$ cat src/rtl/adder_tree_pkg.sv
// Shared helpers for the pipelined adder tree: tree depth, per-level element
// counts and the saturating clamp used on the narrow output.
package adder_tree_pkg;

  localparam int MAXW = 64;

  typedef struct packed {
    logic            flag;
    logic [MAXW-1:0] value;
  } sat_t;

  // ceil(log2(n)), never below 1 so a two-channel tree still has one level.
  function automatic int tree_depth(input int n);
    int d;
    d = 1;
    for (int i = 1; i < 31; i++) begin
      if ((1 << i) < n) d = i + 1;
    end
    return d;
  endfunction

  // Number of live elements after l pairwise reductions of n channels.
  function automatic int level_count(input int n, input int l);
    return (n + (1 << l) - 1) >> l;
  endfunction

  function automatic logic signed [MAXW-1:0] max_val(input int width);
    logic signed [MAXW-1:0] one;
    one = 1;
    return (one <<< (width - 1)) - 1;
  endfunction

  function automatic logic signed [MAXW-1:0] min_val(input int width);
    logic signed [MAXW-1:0] one;
    one = 1;
    return -(one <<< (width - 1));
  endfunction

  function automatic sat_t sat_clamp(input logic signed [MAXW-1:0] value, input int width);
    sat_t r;
    r.flag  = 1'b0;
    r.value = value;
    if (value > max_val(width)) begin
      r.flag  = 1'b1;
      r.value = max_val(width);
    end else if (value < min_val(width)) begin
      r.flag  = 1'b1;
      r.value = min_val(width);
    end
    return r;
  endfunction

endpackage

$ cat src/rtl/adder_tree_level.sv
// One registered reduction level: sums adjacent pairs, widening by one bit.
// An odd trailing element is registered unchanged (added to zero).
module adder_tree_level #(
  parameter int N_IN = 8,
  parameter int IW   = 16
) (
  input  logic                                  clk,
  input  logic                                  rst,
  input  logic                                  ce,
  input  logic [N_IN*IW-1:0]                    din,
  output logic [((N_IN + 1) / 2)*(IW + 1)-1:0]  dout
);

  localparam int N_OUT = (N_IN + 1) / 2;
  localparam int OW    = IW + 1;

  logic [N_OUT*OW-1:0] sum_d;

  for (genvar k = 0; k < N_OUT; k++) begin : g_node
    logic signed [OW-1:0] a;
    logic signed [OW-1:0] b;

    assign a = {din[2*k*IW + IW - 1], din[2*k*IW +: IW]};
    if (2*k + 1 < N_IN) begin : g_pair
      assign b = {din[(2*k+1)*IW + IW - 1], din[(2*k+1)*IW +: IW]};
    end else begin : g_odd
      assign b = '0;
    end
    assign sum_d[k*OW +: OW] = a + b;
  end

  // NOTE: clocked state uses non-blocking assignments so every stage samples
  // the previous stage's pre-edge value, independent of process order.
  always_ff @(posedge clk) begin
    if (rst) begin
      dout <= '0;
    end else if (ce) begin
      dout <= sum_d;
    end
  end

endmodule

$ cat src/rtl/adder_tree_pipe.sv
// Fully pipelined signed adder tree with valid tracking, clock-enable stall
// and an optional saturated narrow output that follows each sample.
module adder_tree_pipe
  import adder_tree_pkg::*;
#(
  parameter int DIW    = 16,
  parameter int NUM_IN = 8,
  parameter int LVL    = tree_depth(NUM_IN),
  parameter int DOW    = DIW + LVL,
  parameter int SOW    = DIW
) (
  input  logic                  clk,
  input  logic                  rst,
  input  logic                  ce,
  input  logic                  in_valid,
  input  logic [NUM_IN*DIW-1:0] din,
  input  logic                  sat_en,
  output logic                  out_valid,
  output logic signed [DOW-1:0] sum,
  output logic signed [SOW-1:0] sat_sum,
  output logic                  sat_flag
);

  // Every level fits in this width; unused upper bits are zero-padded.
  localparam int BUSW = NUM_IN * DOW;

  logic [NUM_IN*DIW-1:0] din_q;
  logic [LVL:0]          valid_pipe;
  logic [LVL:0]          sat_pipe;
  logic [BUSW-1:0]       lvl_bus [LVL+1];

  // NOTE: pipeline data registers are reset too, so a flushed pipe presents
  // zeros rather than stale data after rst.
  always_ff @(posedge clk) begin
    if (rst) begin
      din_q      <= '0;
      valid_pipe <= '0;
      sat_pipe   <= '0;
    end else if (ce) begin
      din_q      <= din;
      valid_pipe <= {valid_pipe[LVL-1:0], in_valid};
      sat_pipe   <= {sat_pipe[LVL-1:0], sat_en};
    end
  end

  assign lvl_bus[0] = BUSW'(din_q);

  for (genvar n = 1; n <= LVL; n++) begin : g_lvl
    localparam int NI = level_count(NUM_IN, n - 1);
    localparam int IW = DIW + n - 1;
    localparam int NO = level_count(NUM_IN, n);

    logic [NO*(IW+1)-1:0] q;

    adder_tree_level #(
      .N_IN (NI),
      .IW   (IW)
    ) u_level (
      .clk  (clk),
      .rst  (rst),
      .ce   (ce),
      .din  (lvl_bus[n-1][NI*IW-1:0]),
      .dout (q)
    );

    assign lvl_bus[n] = BUSW'(q);
  end

  logic signed [DOW-1:0] tree_out;
  sat_t                  clamp;

  assign tree_out = lvl_bus[LVL][DOW-1:0];
  assign clamp    = sat_clamp(MAXW'(tree_out), SOW);

  always_ff @(posedge clk) begin
    if (rst) begin
      out_valid <= 1'b0;
      sum       <= '0;
      sat_sum   <= '0;
      sat_flag  <= 1'b0;
    end else if (ce) begin
      out_valid <= valid_pipe[LVL];
      sum       <= tree_out;
      if (sat_pipe[LVL]) begin
        sat_sum  <= clamp.value[SOW-1:0];
        sat_flag <= clamp.flag;
      end else begin
        sat_sum  <= tree_out[SOW-1:0];
        sat_flag <= 1'b0;
      end
    end
  end

endmodule
$ cat config.mk
export PLATFORM = sky130hd
export DESIGN_NAME = adder_tree_pipe
export DESIGN_NICKNAME = d
export VERILOG_FILES = /design/src/rtl/adder_tree_pkg.sv /design/src/rtl/adder_tree_level.sv /design/src/rtl/adder_tree_pipe.sv
export SDC_FILE = /design/constraint.sdc
export NUM_CORES = 1
export LEC_CHECK = 0
export ABC_AREA = 1
export ABC_CLOCK_PERIOD_IN_PS = 2100
export CORE_MARGIN = 3
export CORE_UTILIZATION = 40
export CTS_CLUSTER_SIZE = 16
export DETAILED_ROUTE_END_ITERATION = 8
export DONT_BUFFER_PORTS = 1
export GPL_TIMING_DRIVEN = 0
export PLACE_DENSITY = 0.63
export SYNTH_ARGS = -nofsm -noshare
export SYNTH_HDL_FRONTEND = slang
export SYNTH_SLANG_ARGS = --single-unit
$ cat constraint.sdc
create_clock -name clk -period 2.1 [get_ports clk]
set_input_delay 0.21 -clock clk [delete_from_list [all_inputs] [get_ports clk]]
set_output_delay 0.21 -clock clk [all_outputs]
set_load 0.02 [all_outputs]
==> results of run 1 <==
[placed cells by master (no fill, tap or decap), types with 4 or more instances in the layout]
| master | netlist | layout |
|---|---|---|
| nor2_1 | 597 | 597 |
| nand2_1 | 513 | 510 |
| inv_1 | 299 | 299 |
| dfxtp_1 | 296 | 292 |
| o21ai_0 | 275 | 275 |
| nand3_1 | 158 | 158 |
| a21oi_1 | 152 | 152 |
| dlygate4sd3_1 | 0 | 130 |
| ha_1 | 116 | 113 |
| clkbuf_1 | 43 | 48 |
| buf_2 | 44 | 44 |
| xor2_1 | 40 | 40 |
| clkbuf_16 | 0 | 37 |
| nor3_1 | 21 | 21 |
| nand2_2 | 10 | 13 |
| and2_1 | 8 | 8 |
| xnor2_1 | 7 | 7 |
| clkinv_2 | 0 | 7 |
| buf_4 | 5 | 6 |
| o21bai_1 | 6 | 6 |
| clkbuf_8 | 0 | 6 |
| buf_1 | 5 | 5 |
| nand4_1 | 5 | 5 |
| o211ai_1 | 4 | 4 |
| a21o_1 | 4 | 4 |
| fa_2 | 0 | 4 |
| dfxtp_2 | 0 | 4 |
[per-layer routing]
| metal | vias up | track usage [%] | share of wire [%] |
|---|---|---|---|
| met4 | 0 | 5.873 | 2.2 |
| met2 | 341 | 39.30 | 46 |
| li1 | 8737 | - | - |
| met3 | 68 | 3.673 | 4.8 |
| met5 | - | 0 | 0 |
| met1 | 7758 | 31.25 | 47 |
[power breakdown]
group          total, mW  switching [mW]  leakage, nW  internal (mW)
combinational       3.15            1.98         7.37           1.17
sequential          6.46           0.383         2.46           6.08
clock               6.34            2.53        0.592           3.81
[logic make-up after synthesis]
kind of cell             count (synthesis)
buffers and inverters                  399
AO/OA/AOI/OAI                          450
XOR/XNOR                                47
adder cells (fa/ha/maj)                123
flip-flops                             296
AND/OR/NAND/NOR                       1326
[metrics by stage]
| stage | hold slack, ns | setup WS (ns) |
|---|---|---|
| 3_3_place_gp | 0.3475 | -0.05508 |
| 5_1_grt | 0.2437 | 0.003989 |
| 6_report | 0.2204 | 0.1221 |
| 3_5_place_dp | 0.3515 | -0.08488 |
| 2_1_floorplan | 0.3449 | 0.3762 |
| 4_1_cts | 0.1873 | 0.01269 |
[worst register-to-register path, delay by kind of cell (launching register included)]
family | cells | cell delay (ns)
simple gates | 9 | 0.82
flops | 1 | 0.32
fa+ha+maj | 2 | 0.69
buf+inv | 1 | 0.04
[final timing paths]
path / slack, ns / to / start / cells after the start
setup / recovery: 0.12 / g_lvl[1].u_level.dout[14] / din_q[0] / 12
hold / removal: 0.22 / sum[17] / ce / 4
setup reg to reg: 0.12 / g_lvl[1].u_level.dout[14] / din_q[0] / 12
hold reg to reg: 0.48 / sat_sum[2] / g_lvl[3].u_level.dout[2] / 2
[state kept, by name (all words and copies together) (netlist names)]
signal / count
din_q: 128
g_lvl.u_level.dout: 123
sum: 19
sat_sum: 16
sat_pipe: 4
valid_pipe: 4
out_valid: 1
sat_flag: 1
[area by class of cell]
type	instances	share of cell area, %
clock inverters	14	0.7864
clock buffers	48	5.044
inverters	301	5.548
flip-flops and latches	296	29.12
well taps	539	3.312
diodes	1	0.01229
multi-input cells	1946	47.54
plain buffers	98	2.206
repair buffers	131	6.427
[repair_timing]
item | CTS | global route
pin swaps | 0 | 2
setup endpoints to repair | 2 | 13
buffers inserted | 0 | 1
gates resized for setup | 2 | 14
hold buffers | 130 | 0
hold endpoints to repair | 130 | 0
==> impl_metrics.py, run 1 <==
metrics = {
    "status": {
        "status": "finished clean",
    },
    "route": {
        "post_drt_wl_per_cell_um": 15.73,
        "drt_iter0_drc": 1046,
        "vias": 16900,
        "via_per_inst": 5.010,
        "wirelength_um": 53090,
        "route.detailed.drc": 0,
        "ant_nets": 0,
        "dr.pass1.iters": 7,
    },
    "setup_path": {
        "path_delay_family": "simple AND/OR/NAND/NOR gates",
        "crit_chain": "ha_1 > fa_1 > nand3_1 > nand2_1 > nand3_1 > nand2_1 > nand2_1 > nand2_1 > nand2_1 > nand3_1 > nand2_1 > inv_1",
        "cp_slowest_cell": "fa_1",
        "path_class": "flop to flop",
        "cp_max_fo": 3,
        "crit_buf_inv": 1,
        "crit_required_ns": 2.54,
        "critPathArrivalTime_ns": 2.42,
        "critPathLaunchType": "flop",
        "max_stage_delay_ns": 0.45,
        "critical_path.endpoint_type": "flop",
        "crit_top_cell": "nand2_1",
    },
    "synth": {
        "synth_nets": 2897,
        "synth_compound_area_share_pct": 13.45,
        "netlist_instances": 2641,
        "yosysUniqueCellTypes": 37,
        "syn_area_um2": 17140,
        "synthAdderAreaFrac_pct": 9.285,
        "synth.top_cell.area_share_pct": 34.57,
        "yosys.area.top_type": "dfxtp_1",
        "synth_xor_area_share_pct": 2.401,
        "synth_top_family_by_area": "simple AND/OR/NAND/NOR gates",
        "synth_mux_area_share_pct": 0,
        "synth-warning-count": 0,
        "synth.most_common_cell": "nor2_1",
        "synth-edff-count": 0,
        "synth.area.top_cells": "dfxtp_1 (35%), nor2_1 (13%), nand2_1 (11%), ha_1 (8.5%), o21ai_0 (8.0%)",
        "synthFlopType": "dfxtp_1",
        "ys_seq_elements": 296,
        "ys_top_cells_by_count": "nor2_1 (597), nand2_1 (513), inv_1 (299), dfxtp_1 (296), o21ai_0 (275)",
        "syn_avg_cell_area_um2": 6.491,
        "yosysSeqAreaShare_pct": 34.57,
        "synthArstFlopShare_pct": 0,
        "synthSimpleGateAreaFrac_pct": 31.08,
    },
    "pwr": {
        "power_mw": 15.96,
        "vdd_drop_max_mv": 0.6164,
        "p_leak_nw": 10.42,
        "power.density_nw_per_um2": 783.5,
    },
    "floorplanning": {
        "start_util_pct": 40.68,
        "fp.dieH_um": 213.0,
        "num_rows": 75,
        "die_w_um": 213.0,
        "io_pins": 170,
        "core-area_um2": 42130,
        "design.die.area_um2": 45370,
    },
    "sta": {
        "period_minus_slack_ns": 1.978,
        "timing.final.crit_share_pct": 94.18,
        "finClkSkew_ns": 0.01080,
        "slew_headroom_pct": 48.66,
        "drv_slew": 0,
        "finalHoldViolCount": 0,
        "fin_setup_tns_ns": 0,
        "worstMarginPinSlew_ns": 0.7700,
        "finalSetupViolations": 0,
        "rsz0062_at_grt": "no",
        "max_clock_freq_mhz": 505.6,
    },
    "finish": {
        "area_growth_pct": 18.80,
        "seqCellArea_um2": 5931,
        "fill_cells": 4238,
        "finish.instance_area_um2": 20360,
        "post-route-util_pct": 48.33,
        "drive_above_1_share_pct": 5.152,
        "nets": 3066,
        "multiInputGateArea_um2": 9682,
        "stdcell_count": 3374,
    },
    "global_route": {
        "grt_overflow_total": 0,
        "grt.total_usage_pct": 23.30,
        "grt_pass1_wl_um": 84410,
        "grt_pass1_vias": 16260,
        "grt_max_degree": 14,
        "antenna_found_initial": 0,
    },
    "cts": {
        "cts-htree-levels": 2,
        "numCtsBuffers": 36,
        "clock_sinks": 296,
        "cts_tree": "built",
        "clk_pin_slew_worst_paths_ns": 0.06,
        "cts_buffer_depth": 3,
        "cts_root_buf": "clkbuf_16",
        "clk-insertion-delay-late_ns": 0.54,
    },
    "placed_design": {
        "numPortBuffers": 0,
        "gp_congestion": 0.9120,
        "place_inst": 3180,
        "dp.final_hpwl_um": 40210,
        "postPlaceCellArea_um2": 17820,
    },
    "flow_run": {
        "cap_violations": 0,
    },
    "hold_path": {
        "hp-class": "input port to flop",
    },
}
Note: power is estimated with default switching activity, not from simulation.
==> inputs of run 2 (changes only) <==
Settings changed: ABC_CLOCK_PERIOD_IN_PS 2100 to 1600, CORE_ASPECT_RATIO set to 1.25, GPL_ROUTABILITY_DRIVEN set to 0, PLACE_DENSITY 0.63 to 0.65.
Clock period 2.1 ns to 1.6 ns, I/O delays scaled along.
==> run 2 against run 1 <==
The flow now finishes with violations (negative setup slack). Non-clock buffer count increased by 60. Sequential power increased by 35%. Die area about the same. Sequential share of layout area decreased by 3.4 points.
==> impl_metrics.py, run 2 (synthesized netlist as in run 1, its figures left out) <==
metrics = {
    "status": {
        "status": "complete, but fails checks",
        "violations": "negative setup slack",
    },
    "global_route": {
        "grt_pass1_vias": 16820,
        "grt_max_degree": 16,
        "antenna_found_initial": 0,
        "grt.total_usage_pct": 22.94,
        "grt_overflow_total": 0,
        "grt_pass1_wl_um": 85070,
    },
    "finish": {
        "layout_common_cells": "nor2_1 (575), nand2_1 (354), inv_1 (283), o21ai_0 (230), dfxtp_1 (163)",
        "largest_register": "din_q",
        "reg_top3": "din_q: 128 flops, g_lvl.u_level.dout: 123 flops, sum: 19 flops",
        "stdcell_count": 3445,
        "layout_commonest_cell": "nor2_1",
        "nets": 3121,
        "area_growth_pct": 38.50,
        "largest_reg_flops": 128,
        "post-route-util_pct": 56.19,
        "finish.instance_area_um2": 23740,
        "diodes": 0,
        "drive_above_1_share_pct": 27.30,
    },
    "route": {
        "dr.pass1.iters": 5,
        "wirelength_um": 56940,
        "ant_nets": 0,
        "route.detailed.drc": 0,
        "post_drt_wl_per_cell_um": 16.53,
        "drt_iter0_drc": 959,
        "vias": 17880,
        "via_per_inst": 5.190,
    },
    "floorplanning": {
        "num_rows": 84,
        "core-area_um2": 42250,
        "start_util_pct": 40.57,
        "die_w_um": 191.2,
        "io_pins": 170,
        "fp.dieH_um": 237.4,
        "design.die.area_um2": 45390,
    },
    "placed_design": {
        "place_inst": 3200,
        "dp.final_hpwl_um": 39090,
        "place_ws_ns": -0.3022,
        "postPlaceCellArea_um2": 17920,
        "numPortBuffers": 0,
    },
    "pwr": {
        "power_mw": 21.35,
        "vdd_drop_max_mv": 0.8896,
        "p_leak_nw": 11.11,
        "power.density_nw_per_um2": 899.4,
    },
    "setup_path": {
        "critical_path.endpoint_type": "flop",
        "path_delay_family": "simple AND/OR/NAND/NOR gates",
        "path_class": "flop to flop",
        "critPathLaunchType": "flop",
        "crit_top_cell": "nand3_2",
        "r2r-end": "g_lvl[3].u_level.dout[16]",
        "max_stage_delay_ns": 0.37,
        "worst_r2r_path_depth": 13,
        "crit_buf_inv": 3,
        "r2r_setup_slack_ns": -0.21,
        "r2r_start": "g_lvl[2].u_level.dout[0]",
        "cp_slowest_cell": "fa_2",
        "crit_required_ns": 2.07,
        "cp_max_fo": 3,
        "critPathArrivalTime_ns": 2.28,
        "crit_chain": "ha_4 > inv_2 > fa_2 > inv_2 > nand3_2 > nand3_2 > nand2_2 > nand2_4 > nand2_2 > nand3_2 > nand3_2 > nand2_1 > inv_1",
        "crit_start": "g_lvl[2].u_level.dout[0]",
    },
    "sta": {
        "finClkSkew_ns": 0.02599,
        "worst_slack_ns": -0.2098,
        "drv_slew": 0,
        "worst_hold_slack_ns": 0.1216,
        "finalHoldViolCount": 0,
        "finalSetupViolations": 51,
        "max_clock_freq_mhz": 552.5,
        "fin_setup_tns_ns": -4.372,
        "timing.final.crit_share_pct": 113.1,
        "worstMarginPinSlew_ns": 0.7451,
        "period_minus_slack_ns": 1.810,
        "rsz0062_at_grt": "yes",
        "slew_headroom_pct": 50.33,
    },
    "cts": {
        "clk_pin_slew_worst_paths_ns": 0.07,
        "cts_tree": "built",
        "clock_sinks": 296,
        "cts_buffer_depth": 3,
        "cts-htree-levels": 1,
        "cts_root_buf": "clkbuf_16",
        "numCtsBuffers": 31,
        "clk-insertion-delay-late_ns": 0.60,
    },
    "hold_path": {
        "hp-start": "ce",
        "hold_path_depth": 4,
        "hp-class": "input port to flop",
        "whs_endpoint": "sum[17]",
    },
    "flow_run": {
        "cap_violations": 0,
    },
}
==> run 2: cell types whose count changed in the layout (fill, tap and decap cells not counted), sizes merged <==
cell,previous run,this run
buf,56,117
bufinv,3,1
clkbuf,91,87
clkinv,8,5
clkinvlp,0,1
diode,1,0
inv,304,303
==> run 2: repair_timing <==
action                     in CTS  in global routing
hold endpoints to repair      130                  0
hold buffers                  130                  0
gates resized for setup       250                513
setup endpoints to repair      88                 97
buffers inserted               22                 40
pin swaps                      60                185
==> run 2: report_power, final <==
part           switching, mW  internal, mW  leakage (nW)
registers              0.683          8.03          2.50
clock network           3.02          4.03         0.485
logic                   3.17          2.42          8.12
total                   6.87          14.5          11.1
==> run 2: worst max-delay path by stage <==
stage                                end  depth (start not counted)
5_1_grt        g_lvl[2].u_level.dout[15]                         11
3_3_place_gp   g_lvl[2].u_level.dout[12]                         11
4_1_cts        g_lvl[2].u_level.dout[12]                         11
2_1_floorplan  g_lvl[2].u_level.dout[32]                         13
6_report       g_lvl[3].u_level.dout[16]                         13
3_5_place_dp   g_lvl[2].u_level.dout[12]                         11
==> run 2: worst reg2reg max path: stages (launching register included) <==
cell	delay [ns]
dfxtp_2	0.36
ha_4	0.17
inv_2	0.04
fa_2	0.37
inv_2	0.09
nand3_2	0.07
nand3_2	0.09
nand2_2	0.07
nand2_4	0.08
nand2_2	0.07
nand3_2	0.09
nand3_2	0.08
nand2_1	0.08
inv_1	0.04
==> run 2: final cells by class <==
class                   count  area [µm²]
clock buffers              45       898.4
plain buffers              97       445.4
clock inverters             9       82.58
inverters                 301        1130
fillers                  3769       18510
flip-flops and latches    296        6117
repair buffers            192        1815
well taps                 559       699.4
multi-input cells        1946       12550
==> run 2: metal layers <==
metal  share of wire (%)  vias up  routed length [µm]  GRT usage (%)
met5                   0        -                   0              0
met2                  49      551               27860          41.34
met3                 5.7      150                3264          3.231
li1                    -     8855                   -              -
met4                 4.4        0                2486          8.031
met1                  41     8325               23330          27.77
